File: src/rtl/prefetch_buffer_if.sv
// rtl/prefetch_buffer_if.sv - fetch-side and issue-side signals of the prefetch buffer
interface prefetch_buffer_if #(
  parameter int XLEN = 32
);
  logic            flush_i;
  logic [XLEN-1:0] flush_pc_i;
  logic            req_o;
  logic [XLEN-1:0] addr_o;
  logic            ack_i;
  logic [XLEN-1:0] rdata_i;
  logic            valid_o;
  logic            ready_i;
  logic [31:0]     instr_o;
  logic [XLEN-1:0] pc_o;
  logic            compressed_o;

  modport master (
    input  flush_i, flush_pc_i, ack_i, rdata_i, ready_i,
    output req_o, addr_o, valid_o, instr_o, pc_o, compressed_o
  );

  modport slave (
    output flush_i, flush_pc_i, ack_i, rdata_i, ready_i,
    input  req_o, addr_o, valid_o, instr_o, pc_o, compressed_o
  );
endinterface

File: src/rtl/prefetch_buffer.sv
// rtl/prefetch_buffer.sv - instruction prefetch buffer with compressed and straddle extraction
module prefetch_buffer #(
  parameter int XLEN  = 32,
  parameter int DEPTH = 4
) (
  input  logic              clk,
  input  logic              rst,
  prefetch_buffer_if.master bus
);
  localparam int          PW   = $clog2(DEPTH);
  localparam logic [PW:0] FULL = (PW+1)'(DEPTH);

  typedef enum logic [1:0] {S_IDLE, S_WAIT, S_DROP} state_t;

  state_t          state;
  logic [XLEN-1:0] mem [DEPTH];
  logic [PW-1:0]   rd_ptr;
  logic [PW-1:0]   wr_ptr;
  logic [PW-1:0]   nxt_ptr;
  logic [PW:0]     count;
  logic [XLEN-1:0] cur_pc;
  logic [XLEN-1:0] fetch_addr;
  logic [XLEN-1:0] req_addr_q;
  logic [XLEN-1:0] head;
  logic [15:0]     lo;
  logic            compressed;
  logic            push;
  logic            pop;
  logic            consume;

  // Request side never looks at ack_i, so the icache may answer combinationally.
  assign bus.req_o  = (state == S_IDLE) ? ((count < FULL) && !bus.flush_i) : 1'b1;
  assign bus.addr_o = (state == S_IDLE) ? fetch_addr : req_addr_q;

  assign push = bus.req_o && bus.ack_i && !bus.flush_i && (state != S_DROP);

  assign nxt_ptr    = rd_ptr + PW'(1);
  assign head       = mem[rd_ptr];
  assign lo         = cur_pc[1] ? head[31:16] : head[15:0];
  assign compressed = (lo[1:0] != 2'b11);

  // A straddling 32-bit instruction needs its upper half from the following word.
  assign bus.valid_o      = (cur_pc[1] && !compressed) ? (count >= (PW+1)'(2)) : (count != '0);
  assign bus.compressed_o = compressed;
  assign bus.pc_o         = cur_pc;
  assign bus.instr_o      = compressed ? {16'h0000, lo} :
                            (cur_pc[1] ? {mem[nxt_ptr][15:0], lo} : head);

  assign consume = bus.valid_o && bus.ready_i && !bus.flush_i;
  assign pop     = consume && (cur_pc[1] || !compressed);

  always_ff @(posedge clk) begin
    if (!rst && push) begin
      mem[wr_ptr] <= bus.rdata_i;
    end
  end

  always_ff @(posedge clk) begin
    if (rst) begin
      state      <= S_IDLE;
      rd_ptr     <= '0;
      wr_ptr     <= '0;
      count      <= '0;
      cur_pc     <= '0;
      fetch_addr <= '0;
      req_addr_q <= '0;
    end else begin
      if (push) begin
        wr_ptr     <= wr_ptr + PW'(1);
        fetch_addr <= fetch_addr + XLEN'(4);
      end
      if (pop) begin
        rd_ptr <= nxt_ptr;
      end
      if (consume) begin
        cur_pc <= cur_pc + (compressed ? XLEN'(2) : XLEN'(4));
      end
      count <= count + (PW+1)'(push) - (PW+1)'(pop);

      case (state)
        S_IDLE: begin
          if (bus.req_o && !bus.ack_i) begin
            req_addr_q <= fetch_addr;
            state      <= S_WAIT;
          end
        end
        S_WAIT: begin
          if (bus.ack_i) begin
            state <= S_IDLE;
          end else if (bus.flush_i) begin
            state <= S_DROP;
          end
        end
        S_DROP: begin
          if (bus.ack_i) begin
            state <= S_IDLE;
          end
        end
        default: state <= S_IDLE;
      endcase

      // Flush wins over push and consume; any late response is dropped via S_DROP.
      if (bus.flush_i) begin
        count      <= '0;
        rd_ptr     <= wr_ptr;
        cur_pc     <= bus.flush_pc_i & ~XLEN'(1);
        fetch_addr <= bus.flush_pc_i & ~XLEN'(3);
      end
    end
  end
endmodule

File: src/flat_wrapper.sv
// flat-port wrapper written by rule: the top's interface ports become plain ports
module prefetch_buffer_flat 
#(
  parameter int XLEN  = 32,
  parameter int DEPTH = 4
)
  (clk, rst, bus_flush_i, bus_flush_pc_i, bus_ack_i, bus_rdata_i, bus_ready_i, bus_req_o, bus_addr_o, bus_valid_o, bus_instr_o, bus_pc_o, bus_compressed_o);
  prefetch_buffer_if #(.XLEN(XLEN)) bus_i ();
  input  logic clk;
  input  logic rst;
  input wire logic [$bits(bus_i.flush_i)-1:0] bus_flush_i;
  input wire logic [$bits(bus_i.flush_pc_i)-1:0] bus_flush_pc_i;
  input wire logic [$bits(bus_i.ack_i)-1:0] bus_ack_i;
  input wire logic [$bits(bus_i.rdata_i)-1:0] bus_rdata_i;
  input wire logic [$bits(bus_i.ready_i)-1:0] bus_ready_i;
  output wire logic [$bits(bus_i.req_o)-1:0] bus_req_o;
  output wire logic [$bits(bus_i.addr_o)-1:0] bus_addr_o;
  output wire logic [$bits(bus_i.valid_o)-1:0] bus_valid_o;
  output wire logic [$bits(bus_i.instr_o)-1:0] bus_instr_o;
  output wire logic [$bits(bus_i.pc_o)-1:0] bus_pc_o;
  output wire logic [$bits(bus_i.compressed_o)-1:0] bus_compressed_o;
  assign bus_i.flush_i = bus_flush_i;
  assign bus_i.flush_pc_i = bus_flush_pc_i;
  assign bus_i.ack_i = bus_ack_i;
  assign bus_i.rdata_i = bus_rdata_i;
  assign bus_i.ready_i = bus_ready_i;
  assign bus_req_o = bus_i.req_o;
  assign bus_addr_o = bus_i.addr_o;
  assign bus_valid_o = bus_i.valid_o;
  assign bus_instr_o = bus_i.instr_o;
  assign bus_pc_o = bus_i.pc_o;
  assign bus_compressed_o = bus_i.compressed_o;
  prefetch_buffer #(.XLEN(XLEN), .DEPTH(DEPTH)) u_core (.clk(clk), .rst(rst), .bus(bus_i));
endmodule
File: config.mk
export PLATFORM = sky130hd
export DESIGN_NAME = prefetch_buffer_flat
export DESIGN_NICKNAME = d
export VERILOG_FILES = /design/src/rtl/prefetch_buffer_if.sv /design/src/rtl/prefetch_buffer.sv /design/src/flat_wrapper.sv
export SDC_FILE = /design/constraint.sdc
export NUM_CORES = 1
export LEC_CHECK = 0
export BUFFER_PORTS_ARGS = -buffer_cell sky130_fd_sc_hd__buf_2
export CORE_ASPECT_RATIO = 0.75
export CORE_MARGIN = 3
export CORE_UTILIZATION = 30
export CTS_CLUSTER_DIAMETER = 60
export CTS_CLUSTER_SIZE = 16
export DETAILED_ROUTE_END_ITERATION = 16
export PLACE_DENSITY_LB_ADDON = 0.2
export SETUP_SLACK_MARGIN = 0.1
export SYNTH_ARGS = -nofsm -noshare
export SYNTH_HDL_FRONTEND = slang
export SYNTH_SLANG_ARGS = --single-unit
export TNS_END_PERCENT = 10
File: constraint.sdc
create_clock -name clk -period 8.1 [get_ports clk]
set_input_delay 0 -clock clk [delete_from_list [all_inputs] [get_ports clk]]
set_output_delay 0 -clock clk [all_outputs]
set_load 0.01 [all_outputs]
### After elaboration in Yosys (flattened, before gate mapping)

Memory sizes are Yosys's and may differ from the RTL's. A register that Yosys moved wholly into a read port is not among the register bits.
Cells that the tools add are included.

| cells by class | value |
|---|---|
| add/sub/neg operators | 6 |
| order comparisons | 2 |
| equality and inequality tests | 7 |
| muxes and demuxes | 22 |
| reductions and logical operators | 23 |

Operators with widths:

| kind | number |
|---|---|
| $mux W32 | 7 |
| $add A32 B3 Y32 const B | 1 |
| $add A32 B32 Y32 | 1 |
| $mux W16 | 1 |
| $mux W2 | 8 |
| $logic_and A1 B1 Y1 | 10 |
| $ne A2 B2 Y1 const B | 4 |
| $pmux W2 S3 | 1 |
| $reduce_bool A2 Y1 | 3 |
| $add A2 B1 Y2 const B | 2 |
| $logic_not A1 Y1 | 4 |
| $mux W1 | 4 |
| $add A3 B1 Y3 | 1 |
| $ge A3 B2 Y1 const B | 1 |
| $lt A3 B3 Y1 const B | 1 |
| $mux W3 | 1 |
| $ne A3 B3 Y1 const B | 1 |
| $reduce_and A3 Y1 | 1 |
| $reduce_bool A3 Y1 | 1 |
| $sub A3 B1 Y3 | 1 |
| $eq A2 B1 Y1 const B | 1 |
| $eq A2 B2 Y1 const B | 1 |
| $logic_not A2 Y1 | 1 |
| $reduce_and A2 Y1 | 1 |
| 2 further kinds | 2 |

| storage, ports and cells | value |
|---|---|
| flip-flop bits (word level) | 105 |
| RAM bits | 128 |
| logic and storage cells | 70 |
| memories kept | 1 |

Memory list:

| name | words | width | read ports | clocked after memory_dff | write ports | RTL line | text |
|---|---|---|---|---|---|---|---|
| u_core.mem | 4 | 32 | 2 | 1 | 1 | prefetch_buffer.sv:16 | `logic [XLEN-1:0] mem [DEPTH];` |

### Logic depth before layout (Yosys ltp)

| logic depth | value |
|---|---|
| depth after elaboration | 12 |
| gate-level depth with buffers | 13 |
| mapped depth without buffers | 11 |

### Worst setup path after synthesis

OpenSTA, ideal clock, no wires.

| timing path | value |
|---|---|
| path kind | register -> register |
| start | register u_core.state[1] |
| end | memory u_core.mem[1][0] (enable) |
| setup time | 0.468 ns |
| arrival | 3.259 ns |
| setup slack | 4.373 ns |
| cell stages (with the launch flop) | 4 |
| path buffers | 0 |
| period minus slack after synthesis | 3.727 ns |
| path through | dfxtp_1 o21bai_1 nand3_1 nor3b_1 |

| on the way | value |
|---|---|
| word-level cells in the longest chain between the ends | 8 |

RTL lines:

| item | RTL line | text |
|---|---|---|
| start, declared | prefetch_buffer.sv:15 | `state_t state;` |
| start signal, assigned | prefetch_buffer.sv:60 | `state <= S_IDLE;` |
| start signal, assigned | prefetch_buffer.sv:84 | `state <= S_WAIT;` |
| start signal, assigned | prefetch_buffer.sv:89 | `state <= S_IDLE;` |
| $logic_not A2 Y1 | prefetch_buffer.sv:32 | `assign bus.req_o = (state == S_IDLE) ? ((count < FULL) && !bus.flush_i) : 1'b1;` |
| $mux W1 | prefetch_buffer.sv:32 |  |
| $logic_and A1 B1 Y1 (2 in a row) | prefetch_buffer.sv:35 | `assign push = bus.req_o && bus.ack_i && !bus.flush_i && (state != S_DROP);` |
| $logic_and A1 B1 Y1 (*) | prefetch_buffer.sv:35 |  |
| $logic_and A1 B1 Y1 (*) | prefetch_buffer.sv:53 | `if (!rst && push) begin` |
| $mux W1 (*) | prefetch_buffer.sv:53 |  |
| $mux W1 (implied by the code) (*) | prefetch_buffer.sv:54 | `mem[wr_ptr] <= bus.rdata_i;` |
| end, declared | prefetch_buffer.sv:16 |  |

Every way passes the cells marked *; elsewhere a longest branch is shown, timed or not.

==> metrics.md <==
| Metric | Value |
|---|---|
| Outcome | complete, no violations |
| Clock Tree Buf Depth | 3 |
| Pwr per Cell Area | 203 nW/um2 |
| Fin Hold WS | 0.0909 ns |
| Top_reg_cell synth | edfxtp_1 |
| RePlAce Congestion | 0.776 |
| Int Power | 2.06 mW |
| CTS tree | yes |
| Root Buffer | clkbuf_16 |
| Comb pwr share | 11.9% |
| Worst Hold Launch | rst |
| DRC Markers | 0 |
| Post-DP HPWL | 20000 um |
| Final Util | 38.6% |
| Die outline area | 38700 um2 |
| Post-synth EDFFs | 128 |
| Core box area | 35300 um2 |
| Vias per cell | 4.99 |
| Initial Util | 30.9% |
| Asr flop ratio synth | 0% |
| Postcts setup bufs | 0 |
| Grt total ovfl | 0 |
| Gr usage total | 15.2% |
| Number of nets with antenna violations after routing | 0 |
| Diodes inserted | 0 |
| Pre-antenna DRT Iters | 5 |
| Reg2reg setup slack | 3.54 ns |
| Hold WC Path Type | in2reg |
| Synth warn | 0 |
| Max cap viols | 0 |
| IO Pins | 168 |
| Post-Route Setup TNS | 0 ns |
| Synthesized flop and latch total | 230 |
| Critical Path Sink | u_core.bus.pc_o[7]$_SDFFE_PP0P_ |
| Chip width | 226 um |
| Rows | 59 |
| Setup WS pre-CTS | 3.83 ns |
| Fraction of layout instances using a drive strength above 1 | 29.7% |
| Final setup margin | 3.54 ns |
| Relative slew slack | 30.7% |
| CTS H-tree lvls | 1 |
| Buffers & Inverters on Critical Path | 3 |
| Required @ worst endpoint | 8.55 ns |
| Period utilisation layout | 56.3% |
| Synthesized cell area | 10900 um2 |
| Sequence of cells on the critical path | buf_4 -> mux4_2 -> a21o_1 -> nand2_1 -> xnor2_1 -> ha_1 -> and3_1 -> a211oi_1 -> a211oi_2 -> buf_4 -> o41ai_1 -> dlygate4sd3_1 |
| Clock skew | 0.0226 ns |
| RR Endpoint | u_core.bus.pc_o[7]$_SDFFE_PP0P_ |
| Family with the most delay on the worst path | buffers and inverters |
| Power Total | 2.76 mW |
| Area growth syn-to-layout | 25.0% |
| RSZ-0062 raised after global routing | no |
| CP Depth | 12 |
| Placed cells | 1474 |
| First-pass GRT wire length | 46100 um |
| Port bufs | 163 |
| Avg Cell Area, Syn | 12.2 um2 |
| Clk sinks | 230 |
| WL final | 29700 um |
| Reg clk slew, reported paths | 0.07 ns |
| Commonest non-fill, non-tap cells in the layout | 163 x buf_2, 128 x edfxtp_1, 99 x dfxtp_1, 90 x nand2_1, 66 x dlygate4sd3_1 |
| Post-synthesis cell type count | 68 |
| Worst slew pin tran | 1.04 ns |
| Layout Nets | 1187 |
| Fin. max-slew vios | 0 |
| Antenna violations before repair | 0 |
| Worst-skew pair later-pin latency | 0.52 ns |
| Achievable Freq | 219 MHz |
| Commonest non-fill, non-tap cell in the layout | buf_2 |
| Vias in the first global route | 7805 |
| Critical path endpoint category | register |
| Flop pwr share | 47.5% |
| Final setup violation count | 0 |
| Most common cell on crit path | buf_4 |
| Crit Path Max Fanout | 35 |
| Die height | 171 um |
| NetSw | 0.705 mW |
| Total CTS buffers | 23 |
| Initial DRC count | 460 |
| Post-route minimum period | 4.56 ns |
| Crit path launch type | register |
| Final hold violation count | 0 |
| Vias post-DR | 7887 |
| Switching portion of total power | 25.5% |
| Final std cells w/o fill | 1581 |
| Critical path class | reg2reg |
| Largest net degree at the start of global routing | 66 |
| Worst r2r path cells | 12 |
| DR WL/cell | 18.8 um |
| Pleak | 5.01 nW |
| Worst vdd ir | 125 uV |
| Clock share of power | 40.6% |
| Mapped Cells | 894 |
| Seq/Total Area, Yosys | 54.0% |
| CP max stage delay | 0.70 ns |
| Fin area | 13600 um2 |
| CP max stage cell | mux4_2 |
| Placed cell area | 12200 um2 |
| Critical Path AT | 5.01 ns |
-- what timing repair did --
action	CTS	global route
endpoints found under the hold margin	196	0
setup endpoints to repair	0	0
hold buffers	66	0
gates resized for setup	0	0
-- how the worst min path moves through the flow --
stage	endpoint	slack (ns)	cells after the start
finish	u_core.req_addr_q[20]$_SDFFE_PP0P_	0.09	2
global route	u_core.req_addr_q[16]$_SDFFE_PP0P_	0.11	2
floorplan	u_core.mem[0][0]$_DFFE_PP_	0.1	0
global placement	u_core.mem[0][7]$_DFFE_PP_	0.22	1
detailed placement	u_core.mem[2][25]$_DFFE_PP_	0.22	1
CTS	u_core.req_addr_q[20]$_SDFFE_PP0P_	0.09	2
-- cells in the mapped netlist, types with 3 or more instances --
cell	instances	area (um2)
nor2b_1	7	43.8
nand3_1	23	115
or3_1	4	25.0
clkbuf_1	37	139
a31oi_1	8	50.1
nor3b_1	7	52.6
o31a_1	8	70.1
buf_6	4	45.0
and3_1	17	106
buf_2	4	20.0
edfxtp_1	128	3840
o311a_1	4	40.0
a21oi_1	56	280
a21boi_0	13	97.6
nand3b_1	4	30.0
xor2_1	16	140
nand2_1	90	338
nor4_1	8	50.1
a211oi_1	14	105
a21o_1	3	22.5
nand4_1	17	106
o21ai_0	6	30.0
o21bai_1	7	52.6
buf_1	7	26.3
nor2_1	40	150
mux4_2	47	1060
dfxtp_1	102	2040
a211o_1	4	35.0
and4_1	10	87.6
o21a_1	5	37.5
and2_1	7	43.8
mux2_2	47	529
ha_1	9	113
a311oi_1	7	61.3
a2bb2oi_1	3	26.3
inv_1	33	124
mux2i_1	20	200
nor3_1	12	60.1
buf_4	5	37.5
xnor2_1	16	140
-- sequential cells by signal, indices dropped and copies added, names as in the netlist, named ones only --
signal and count:
u_core.bus.pc_o 31, u_core.wr_ptr 2, u_core.rd_ptr 2, u_core.count 3, u_core.req_addr_q 30, u_core.state 2, u_core.fetch_addr 30, u_core.mem 128
-- power by group through the flow --
stage / registers, mW / clock network [mW] / logic [mW]
3_5_place_dp: 1.34 / 0 / 0.310
6_report: 1.31 / 1.12 / 0.330
4_1_cts: 1.31 / 1.16 / 0.337
3_3_place_gp: 1.34 / 0 / 0.307
5_1_grt: 1.32 / 1.21 / 0.365
2_1_floorplan: 1.32 / 0 / 0.198
-- logic make-up (layout without fill, tap and decap cells) --
family / after synthesis / count (layout) / synth area share (%)
xor+xnor: 32 / 32 / 2.57
simple gates: 257 / 257 / 12.0
buf+inv: 92 / 320 / 3.66
fa+ha+maj: 10 / 10 / 1.22
mux: 114 / 114 / 16.4
flops: 230 / 230 / 54.0
compound gates: 158 / 158 / 10.1
other cells: 1 / 3 / 0.0344
-- area by class of cell --
type / instances / area [um2]
flip-flops and latches: 230 / 5890
repair buffers: 244 / 1590
inverters: 35 / 131
clock buffers: 25 / 583
multi-input cells: 574 / 4650
clock inverters: 16 / 205
fillers: 3414 / 21700
well taps: 457 / 572
-- layer usage --
layer	wire (um)	GRT usage [%]	vias to the layer above
met5	0	0	-
met4	503	2.85	0
met3	1180	2.02	33
met2	13600	24.1	165
met1	14500	22.5	3886
li1	-	-	3803
Power figures use the tool's default switching activity.
